`src/rtl/axi_lite_pkg.sv`:
```
// Shared AXI4-Lite definitions: response codes, read-channel states and the strobe-width helper.
package axi_lite_pkg;

  localparam int unsigned RESP_WIDTH = 3;

  localparam logic [RESP_WIDTH-1:0] RESP_OKAY   = 3'd0;
  localparam logic [RESP_WIDTH-1:0] RESP_SLVERR = 3'd2;

  typedef enum logic [0:0] {
    R_IDLE = 1'b0,
    R_DATA = 1'b1
  } rd_state_e;

  // Bus strobe ports carry one spare MSB above the byte lanes.
  function automatic int unsigned strb_width(input int unsigned data_width);
    return data_width / 8 + 1;
  endfunction

endpackage

```
`src/rtl/axi_lite_reg_decode.sv`:
```
// Address decoder for the register bank: maps a byte address to a hit flag and register index.
module axi_lite_reg_decode #(
  parameter int unsigned ADDR_WIDTH = 8,
  parameter int unsigned BASE_ADDR  = 0,
  parameter int unsigned NUM_REGS   = 4,
  parameter int unsigned IDX_W      = 2
) (
  input  logic [ADDR_WIDTH-1:0] i_addr,
  output logic                  o_hit,
  output logic [IDX_W-1:0]      o_idx
);

  logic [ADDR_WIDTH-1:0] w_offset;
  logic [ADDR_WIDTH-1:0] w_word;

  // Offset wraps in ADDR_WIDTH bits; the lower-bound compare rejects wrapped values.
  assign w_offset = i_addr - ADDR_WIDTH'(BASE_ADDR);
  assign w_word   = w_offset >> 2;

  assign o_hit = (i_addr >= ADDR_WIDTH'(BASE_ADDR))
              && (i_addr[1:0] == 2'b00)
              && (32'(w_word) < NUM_REGS);

  assign o_idx = w_word[IDX_W-1:0];

endmodule

```
`src/rtl/axi_lite_reg_slave.sv`:
```
// AXI4-Lite responder with a bank of word-wide read/write registers, exported flat on reg_q.
module axi_lite_reg_slave
  import axi_lite_pkg::*;
#(
  parameter int unsigned DATA_WIDTH = 32,
  parameter int unsigned ADDR_WIDTH = 8,
  parameter int unsigned RESP_WIDTH = axi_lite_pkg::RESP_WIDTH,
  parameter int unsigned NUM_REGS   = 4,
  parameter int unsigned BASE_ADDR  = 0
) (
  input  logic                           s_axi_aclk,
  input  logic                           s_axi_aresetn,
  input  logic [ADDR_WIDTH-1:0]          s_axi_awaddr,
  input  logic                           s_axi_awvalid,
  output logic                           s_axi_awready,
  input  logic [DATA_WIDTH-1:0]          s_axi_wdata,
  input  logic [strb_width(DATA_WIDTH)-1:0] s_axi_wstrb,
  input  logic                           s_axi_wvalid,
  output logic                           s_axi_wready,
  output logic [RESP_WIDTH-1:0]          s_axi_bresp,
  output logic                           s_axi_bvalid,
  input  logic                           s_axi_bready,
  input  logic [ADDR_WIDTH-1:0]          s_axi_araddr,
  input  logic                           s_axi_arvalid,
  output logic                           s_axi_arready,
  output logic [DATA_WIDTH-1:0]          s_axi_rdata,
  output logic [RESP_WIDTH-1:0]          s_axi_rresp,
  output logic                           s_axi_rvalid,
  input  logic                           s_axi_rready,
  output logic [NUM_REGS*DATA_WIDTH-1:0] reg_q
);

  localparam int unsigned STRB_W = strb_width(DATA_WIDTH);
  localparam int unsigned LANES  = DATA_WIDTH / 8;
  localparam int unsigned IDX_W  = (NUM_REGS > 1) ? $clog2(NUM_REGS) : 1;

  localparam logic [RESP_WIDTH-1:0] L_OKAY   = RESP_WIDTH'(RESP_OKAY);
  localparam logic [RESP_WIDTH-1:0] L_SLVERR = RESP_WIDTH'(RESP_SLVERR);

  logic [DATA_WIDTH-1:0] r_regs [NUM_REGS];

  logic                  r_aw_held;
  logic                  r_w_held;
  logic [ADDR_WIDTH-1:0] r_awaddr;
  logic [DATA_WIDTH-1:0] r_wdata;
  logic [LANES-1:0]      r_wstrb;
  logic                  r_bvalid;
  logic [RESP_WIDTH-1:0] r_bresp;

  rd_state_e             r_rd_state;
  rd_state_e             w_rd_state_nxt;
  logic [DATA_WIDTH-1:0] r_rdata;
  logic [RESP_WIDTH-1:0] r_rresp;

  logic                  w_aw_hs;
  logic                  w_w_hs;
  logic                  w_b_hs;
  logic                  w_commit;
  logic                  w_ar_hs;
  logic                  w_r_hs;
  logic                  w_arready;
  logic                  w_rvalid;
  logic                  w_rd_load;

  logic                  w_wr_hit;
  logic [IDX_W-1:0]      w_wr_idx;
  logic                  w_rd_hit;
  logic [IDX_W-1:0]      w_rd_idx;
  logic [DATA_WIDTH-1:0] w_wmask;
  logic                  w_unused_strb_msb;

  assign w_unused_strb_msb = s_axi_wstrb[STRB_W-1];

  axi_lite_reg_decode #(
    .ADDR_WIDTH (ADDR_WIDTH),
    .BASE_ADDR  (BASE_ADDR),
    .NUM_REGS   (NUM_REGS),
    .IDX_W      (IDX_W)
  ) u_wr_decode (
    .i_addr (r_awaddr),
    .o_hit  (w_wr_hit),
    .o_idx  (w_wr_idx)
  );

  axi_lite_reg_decode #(
    .ADDR_WIDTH (ADDR_WIDTH),
    .BASE_ADDR  (BASE_ADDR),
    .NUM_REGS   (NUM_REGS),
    .IDX_W      (IDX_W)
  ) u_rd_decode (
    .i_addr (s_axi_araddr),
    .o_hit  (w_rd_hit),
    .o_idx  (w_rd_idx)
  );

  // ---------------------------------------------------------------- write path
  assign s_axi_awready = ~r_aw_held & ~r_bvalid;
  assign s_axi_wready  = ~r_w_held & ~r_bvalid;
  assign s_axi_bvalid  = r_bvalid;
  assign s_axi_bresp   = r_bresp;

  assign w_aw_hs  = s_axi_awvalid & s_axi_awready;
  assign w_w_hs   = s_axi_wvalid & s_axi_wready;
  assign w_b_hs   = r_bvalid & s_axi_bready;
  assign w_commit = r_aw_held & r_w_held & ~r_bvalid;

  for (genvar b = 0; b < LANES; b++) begin : g_wmask
    assign w_wmask[8*b +: 8] = {8{r_wstrb[b]}};
  end

  // AW/W latches and the B response; held flags clear only on the B handshake.
  always_ff @(posedge s_axi_aclk or negedge s_axi_aresetn) begin : p_wr_ctrl
    if (!s_axi_aresetn) begin
      r_aw_held <= 1'b0;
      r_w_held  <= 1'b0;
      r_awaddr  <= '0;
      r_wdata   <= '0;
      r_wstrb   <= '0;
      r_bvalid  <= 1'b0;
      r_bresp   <= '0;
    end else begin
      if (w_aw_hs) begin
        r_aw_held <= 1'b1;
        r_awaddr  <= s_axi_awaddr;
      end
      if (w_w_hs) begin
        r_w_held <= 1'b1;
        r_wdata  <= s_axi_wdata;
        r_wstrb  <= s_axi_wstrb[LANES-1:0];
      end
      if (w_commit) begin
        r_bvalid <= 1'b1;
        r_bresp  <= w_wr_hit ? L_OKAY : L_SLVERR;
      end else if (w_b_hs) begin
        r_bvalid  <= 1'b0;
        r_aw_held <= 1'b0;
        r_w_held  <= 1'b0;
      end
    end
  end

  // Register bank; a zero strobe mask leaves the target word untouched.
  always_ff @(posedge s_axi_aclk or negedge s_axi_aresetn) begin : p_bank
    if (!s_axi_aresetn) begin
      for (int unsigned i = 0; i < NUM_REGS; i++) begin
        r_regs[IDX_W'(i)] <= '0;
      end
    end else if (w_commit && w_wr_hit) begin
      r_regs[w_wr_idx] <= (r_regs[w_wr_idx] & ~w_wmask) | (r_wdata & w_wmask);
    end
  end

  for (genvar i = 0; i < NUM_REGS; i++) begin : g_reg_q
    assign reg_q[i*DATA_WIDTH +: DATA_WIDTH] = r_regs[i];
  end

  // ----------------------------------------------------------------- read path
  assign w_ar_hs = s_axi_arvalid & w_arready;
  assign w_r_hs  = w_rvalid & s_axi_rready;

  always_ff @(posedge s_axi_aclk or negedge s_axi_aresetn) begin : p_rd_state
    if (!s_axi_aresetn) begin
      r_rd_state <= R_IDLE;
    end else begin
      r_rd_state <= w_rd_state_nxt;
    end
  end

  always_comb begin : p_rd_next
    w_rd_state_nxt = r_rd_state;
    case (r_rd_state)
      R_IDLE:  if (w_ar_hs) w_rd_state_nxt = R_DATA;
      R_DATA:  if (w_r_hs)  w_rd_state_nxt = R_IDLE;
      default: w_rd_state_nxt = R_IDLE;
    endcase
  end

  always_comb begin : p_rd_out
    w_arready = 1'b0;
    w_rvalid  = 1'b0;
    w_rd_load = 1'b0;
    case (r_rd_state)
      R_IDLE: begin
        w_arready = 1'b1;
        w_rd_load = s_axi_arvalid;
      end
      R_DATA:  w_rvalid = 1'b1;
      default: ;
    endcase
  end

  // Capture samples the bank before any same-edge write lands.
  always_ff @(posedge s_axi_aclk or negedge s_axi_aresetn) begin : p_rd_data
    if (!s_axi_aresetn) begin
      r_rdata <= '0;
      r_rresp <= '0;
    end else if (w_rd_load) begin
      r_rdata <= w_rd_hit ? r_regs[w_rd_idx] : '0;
      r_rresp <= w_rd_hit ? L_OKAY : L_SLVERR;
    end
  end

  assign s_axi_arready = w_arready;
  assign s_axi_rvalid  = w_rvalid;
  assign s_axi_rdata   = r_rdata;
  assign s_axi_rresp   = r_rresp;

endmodule

```
`config.mk`:
```
export PLATFORM = sky130hd
export DESIGN_NAME = axi_lite_reg_slave
export DESIGN_NICKNAME = d
export VERILOG_FILES = /design/src/rtl/axi_lite_pkg.sv /design/src/rtl/axi_lite_reg_decode.sv /design/src/rtl/axi_lite_reg_slave.sv
export SDC_FILE = /design/constraint.sdc
export NUM_CORES = 1
export LEC_CHECK = 0
export ABC_AREA = 1
export CAP_MARGIN = 20
export CORE_ASPECT_RATIO = 0.6
export CORE_MARGIN = 2
export CORE_UTILIZATION = 40
export CTS_CLUSTER_DIAMETER = 40
export DETAILED_ROUTE_END_ITERATION = 7
export GPL_ROUTABILITY_DRIVEN = 0
export GPL_TIMING_DRIVEN = 1
export PLACE_DENSITY = 0.66
export SYNTH_ARGS = -nofsm -noshare
export SYNTH_HDL_FRONTEND = slang
export SYNTH_SLANG_ARGS = --single-unit
export TNS_END_PERCENT = 50
```
`constraint.sdc`:
```
create_clock -name s_axi_aclk -period 1.34 [get_ports s_axi_aclk]
set_input_delay 0.268 -clock s_axi_aclk [delete_from_list [all_inputs] [get_ports s_axi_aclk]]
set_output_delay 0.268 -clock s_axi_aclk [all_outputs]
set_load 0.02 [all_outputs]
```
# [Word level (Yosys, flattened, before mapping)]
# Index checks and enable logic that the tools add are counted.
[totals] elab_cells=75 register_bits=214 latch_bits=0 output_inout_bits=171 romBits=0 inputBits=60 ram_bits=0 n_memories=0
[classes] n_shift=0 addsub=0 magnitude_cmp=7 reduce_logical=9 div_mod_pow=0 n_eq_ne=0 n_mux=26 multipliers=0 bitwise_logic=19
[op_table] op="$mux 32" count=6
[op_table] op="$bmux 32 s2" count=2
[op_table] op="$bwmux 128" count=1
[op_table] op="$and 32x32->32" count=2
[op_table] op="$demux 32 s2" count=1
[op_table] op="$not 32->32" count=1
[op_table] op="$or 32x32->32" count=1
[op_table] op="$ge 8x1->1 const B" count=2
[op_table] op="$mux 1" count=13
[op_table] op="$lt 6x3->1 const B" count=2
[op_table] op="$and 1x1->1" count=9
[op_table] op="$ge 3x3->1 const B" count=2
[op_table] op="$logic_and 1x1->1" count=6
[op_table] op="$not 2->3" count=2
[op_table] op="$logic_not 2->1" count=2
[op_table] op="$mux 2" count=2
[op_table] op="$not 1->1" count=4
[op_table] op="$lt 3x1->1 const B" count=1
[op_table] op="$pmux 1 s2" count=1
[op_table] op="$reduce_bool 2->1" count=1

# [Depth between registers and ports, before layout]
[logic_depth] depth_word=7 mapped_depth=10 ltp_nobuf=7

# [By module]
# From an unflattened synthesis, not the netlist that was laid out.
[hier_totals] cells_unflattened=1393 hier_area_um2=10792.9
[by_module_without_submodules] module="axi_lite_reg_slave" instances=1 area_each_um2=10720.3 cells_each=1379
[by_module_without_submodules] module="axi_lite_reg_decode" instances=2 area_each_um2=36.3 cells_each=7

# [Worst setup path before layout]
# No wires, ideal clock.
[synth_timing] kind="register to register" startpoint="register r_bvalid (netlist: s_axi_bvalid)" endpoint="register r_wdata[10]" setup_slack_ns=-0.268 t_required_ns=1.215 stages_incl_launch_ff=5 period_less_slack_ns=1.608 t_arrival_ns=1.483 path_cell_list="dfrtp_1 -> nor2_1 -> nand2_1 -> buf_2 -> mux2_2"
[synth_via] elab_chain_cells=3
[synth_lines] item="start: declaration" line_no="axi_lite_reg_slave.sv:47" rtl="logic r_bvalid;"
[synth_lines] item="start signal: assignment" line_no="axi_lite_reg_slave.sv:119" rtl="r_bvalid <= 1'b0;"
[synth_lines] item="start signal: assignment" line_no="axi_lite_reg_slave.sv:132" rtl="r_bvalid <= 1'b1;"
[synth_lines] item="start signal: assignment" line_no="axi_lite_reg_slave.sv:135" rtl="r_bvalid <= 1'b0;"
[synth_lines] item="$not 1->1" line_no="axi_lite_reg_slave.sv:98" rtl="assign s_axi_wready = ~r_w_held & ~r_bvalid;"
[synth_lines] item="$and 1x1->1" line_no="axi_lite_reg_slave.sv:98"
[synth_lines] item="named net s_axi_wready" line_no="axi_lite_reg_slave.sv:19" rtl="output logic s_axi_wready,"
[synth_lines] item="$and 1x1->1" line_no="axi_lite_reg_slave.sv:103" rtl="assign w_w_hs = s_axi_wvalid & s_axi_wready;"
[synth_lines] item="end signal: assignment" line_no="axi_lite_reg_slave.sv:128" rtl="r_wdata <= s_axi_wdata;"
[synth_lines] item="end: declaration" line_no="axi_lite_reg_slave.sv:45" rtl="logic [DATA_WIDTH-1:0] r_wdata;"
# The timed path passes the listed nets, and every way through them passes these cells.
# A chain may end at the register's enable or synchronous reset.

# [Worst setup path in the final report]
[layout_timing] startpoint="register r_awaddr[7]" endpoint="register r_regs (netlist bit reg_q[116])"
[layout_via] elab_chain_cells=4 word_cells_on_any_way=5 cone_classes="2 x order compare; 3 x reduce/logical"
[layout_lines] item="start: declaration" line_no="axi_lite_reg_slave.sv:44" rtl="logic [ADDR_WIDTH-1:0] r_awaddr;"
[layout_lines] item="start signal: assignment" line_no="axi_lite_reg_slave.sv:124" rtl="r_awaddr <= s_axi_awaddr;"
[layout_lines] item="$ge 8x1->1" line_no="axi_lite_reg_decode.sv:20" rtl="assign o_hit = (i_addr >= ADDR_WIDTH'(BASE_ADDR))"
[layout_lines] item="$logic_and 1x1->1" line_no="axi_lite_reg_decode.sv:21" rtl="&& (i_addr[1:0] == 2'b00)"
[layout_lines] item="$logic_and 1x1->1 (*)" line_no="axi_lite_reg_decode.sv:22" rtl="&& (32'(w_word) < NUM_REGS);"
[layout_lines] item="$logic_and 1x1->1 (*)" line_no="axi_lite_reg_slave.sv:148" rtl="end else if (w_commit && w_wr_hit) begin"
[layout_lines] item="end signal: indexed assignment" line_no="axi_lite_reg_slave.sv:149" rtl="r_regs[w_wr_idx] <= (r_regs[w_wr_idx] & ~w_wmask) | (r_wdata & w_wmask);"
[layout_lines] item="end: declaration" line_no="axi_lite_reg_slave.sv:40" rtl="logic [DATA_WIDTH-1:0] r_regs [NUM_REGS];"
# Mark *: on every way between the ends. The rest lies on a longest branch, timed or not.

==> impl_metrics.env <==
export IMPL_cts_buffers=29
export IMPL_yosys_area_top_type="dfrtp_1"
export IMPL_post_route_period_util=1.20
export IMPL_core_area_um2=26700
export IMPL_detail_route_vias_per_cell=5.22
export IMPL_worstRegToRegCells=8
export IMPL_leakagePower_uw=0.00869
export IMPL_fin_ws_ns=-0.268
export IMPL_powerDensity_nw_per_um2=1780
export IMPL_area_growth_pct=54.3
export IMPL_rsz0062_at_grt="yes"
export IMPL_syn_area_um2=11000
export IMPL_antenna_found_initial=2
export IMPL_status="finished with violations"
export IMPL_worst_ep_required_time_ns=1.83
export IMPL_initial_utilization=0.411
export IMPL_layout_nets=1877
export IMPL_clockBufferDepth=3
export IMPL_vdd_drop_max_v=0.00125
export IMPL_total_power_uw=30200
export IMPL_synthTopCellsByArea="dfrtp_1, nand2_1, nand3_1, mux2_2, a21oi_1"
export IMPL_ios=231
export IMPL_clkTransAtPathRegs_ns=0.06
export IMPL_drv_slew=0
export IMPL_cts_root_buf="clkbuf_16"
export IMPL_synth_seq_area_share=0.479
export IMPL_postSynthAreaPerCell_um2=7.90
export IMPL_rrSetupSlack_ns=-0.27
export IMPL_final_layout_size_suffix_gt1_frac=0.344
export IMPL_worst_setup_path_end_kind="register"
export IMPL_hold_viol=0
export IMPL_cts_sinks=210
export IMPL_num_rows=46
export IMPL_grt_use_total=0.284
export IMPL_wl_per_cell_um=19.4
export IMPL_start_kind="register"
export IMPL_grt_overflow_total=0
export IMPL_yosysTopAreaCellShare=0.479
export IMPL_grt_pass1_wl_um=63400
export IMPL_grt_pass1_vias=10800
export IMPL_synthCells=1389
export IMPL_r2r_end="reg_q[116]"
export IMPL_drc=0
export IMPL_tightest_slew_ns=0.563
export IMPL_violations="setup timing"
export IMPL_drv_cap=0
export IMPL_fillers=2315
export IMPL_cts_tree="yes"
export IMPL_dp_cells=2087
export IMPL_drt_iter0_drc=1276
export IMPL_arrival_ns=2.10
export IMPL_setup_tns_ns=-32.38
export IMPL_yosys_register_bits=210
export IMPL_vias=11500
export IMPL_wirelength_um=42700
export IMPL_ant_nets=0
export IMPL_worst_path_max_fanout=7
export IMPL_r2r_start="r_awaddr[7]"
export IMPL_insertion_delay_ns=0.55
export IMPL_yosysUniqueCellTypes=27
export IMPL_first_pass_iters=5
export IMPL_setup_viol=285
export IMPL_slew_headroom=0.620
export IMPL_hp_class="in2async"
export IMPL_place_detailed_hpwl_um=28100
export IMPL_critPathLaunch="r_awaddr[7]"
export IMPL_fin_util=0.634
export IMPL_worstSetupPathType="reg2reg"
export IMPL_final_cells=2200
export IMPL_fmax_mhz=622
export IMPL_ys_warn_count=0
export IMPL_dieArea_um2=28800
export IMPL_portBuffers=225
export IMPL_fin_worst_skew_ns=0.00842
export IMPL_die_w_um=218
export IMPL_layout_min_cycle_time_ns=1.61
export IMPL_h_tree_depth=1
export IMPL_grt_max_degree=54
export IMPL_die_y_um=132
kinds of logic (layout without fill, tap and decap cells):
kind of cell / count (synthesis) / count (layout) / synth area share
and+or+nand+nor: 839 / 839 / 0.336
muxes: 37 / 37 / 0.0380
buffers and inverters: 161 / 608 / 0.0820
other: 1 / 5 / 0.000342
DFF: 210 / 210 / 0.479
AOI/OAI and AO/OA: 141 / 141 / 0.0648
stage by stage:
| stage | hold slack, ns | instance area, µm² | setup slack (ns) |
|---|---|---|---|
| after global placement | 0.205 | 15000 | -0.218 |
| after detailed placement | 0.203 | 15000 | -0.247 |
| after floorplan | -0.0276 | 11000 | -0.113 |
| final | 0.226 | 16900 | -0.268 |
| after global routing | 0.259 | 16900 | -0.332 |
| after CTS | 0.229 | 16400 | -0.235 |
flip-flops by register name, summed over array words and instances (netlist names):
signal / cells
reg_q: 128
r_awaddr: 8
r_aw_held: 1
r_wstrb: 4
s_axi_rdata: 32
r_wdata: 32
s_axi_bvalid: 1
r_rd_state: 1
s_axi_bresp: 1
s_axi_rresp: 1
r_w_held: 1
placed cells by master (no fill, tap or decap), types with 2 or more instances in the layout:
master / n
inv_6: 3
nor2_4: 2
buf_2: 16
conb_1: 4
nand2_1: 562
a211oi_1: 2
or2_2: 31
mux2_2: 37
clkinv_2: 3
clkbuf_16: 35
bufinv_16: 2
dfrtp_2: 7
nor3_4: 4
clkinvlp_4: 8
buf_12: 39
o21ai_0: 64
o21ai_1: 2
buf_6: 159
inv_2: 3
nand3_4: 9
nor2_2: 4
a21oi_1: 73
nand3_1: 152
buf_4: 202
clkbuf_1: 3
nand2_2: 22
inv_1: 71
nand3_2: 36
nor2_1: 15
dfrtp_1: 203
clkdlybuf4s50_1: 55
clkbuf_8: 4
critical path: stages (launching register included):
cell,delay (ns)
dfrtp_1,0.39
nor2_2,0.16
nand3_4,0.13
buf_12,0.17
nor3_4,0.18
buf_6,0.18
clkbuf_16,0.18
nand3_2,0.06
nand2_1,0.09
synth_stat cells:
cell type,n
nor2_1,18
buf_2,20
nor3_4,4
buf_4,7
nand3_1,182
inv_1,72
nand2_2,8
nor2_8,1
nand3_2,9
nor2_2,3
a211oi_1,2
dfrtp_1,210
mux2_2,37
buf_1,11
inv_8,1
o21ai_1,1
clkbuf_1,17
nand2_1,577
buf_6,29
conb_1,1
a21oi_1,73
nand3_4,6
or2_2,31
inv_2,2
inv_4,1
o21ai_0,65
buf_12,1
cell type report:
type / count / area, µm² / share of cell area
Antenna cell: 1 / 2.50 / 0.000148
Clock buffer: 36 / 792 / 0.0468
Clock inverter: 17 / 170 / 0.0101
Inverter: 76 / 295 / 0.0174
Multi-Input combinational cell: 1021 / 5060 / 0.299
Sequential cell: 210 / 5260 / 0.311
Tap cell: 360 / 450 / 0.0266
Timing Repair Buffer: 479 / 4890 / 0.289
worst max-delay path by stage:
| stage | endpoint | slack, ns | cells after the start |
|---|---|---|---|
| 6_report | reg_q[116] | -0.27 | 8 |
| 5_1_grt | reg_q[82] | -0.33 | 8 |
| 4_1_cts | reg_q[26] | -0.23 | 7 |
| 3_5_place_dp | s_axi_rdata[22] | -0.25 | 8 |
| 3_3_place_gp | s_axi_rdata[30] | -0.22 | 8 |
| 2_1_floorplan | reg_q[38] | -0.11 | 7 |
per-layer routing:
layer	routed length, µm	track usage
met3	4860	0.0651
met5	12	0
met1	19000	0.432
met4	782	0.0646
met2	18000	0.408
repair_timing:
item                                    4_1_cts  5_1_grt
endpoints found under the hold margin       146        0
resized for setup                           961       73
pin swaps                                     2       32
endpoints found under the setup margin      295      328
hold buffers                                  1        0
cloned                                        0        6
buffers inserted                             36       16
report_power, final:
part / switching [µW] / internal, µW / total [µW]
Combinational: 7430 / 5910 / 13300
Sequential: 1250 / 7890 / 9140
Clock: 3100 / 4600 / 7700
Total: 11800 / 18400 / 30200
(Power assumes the default switching activity.)
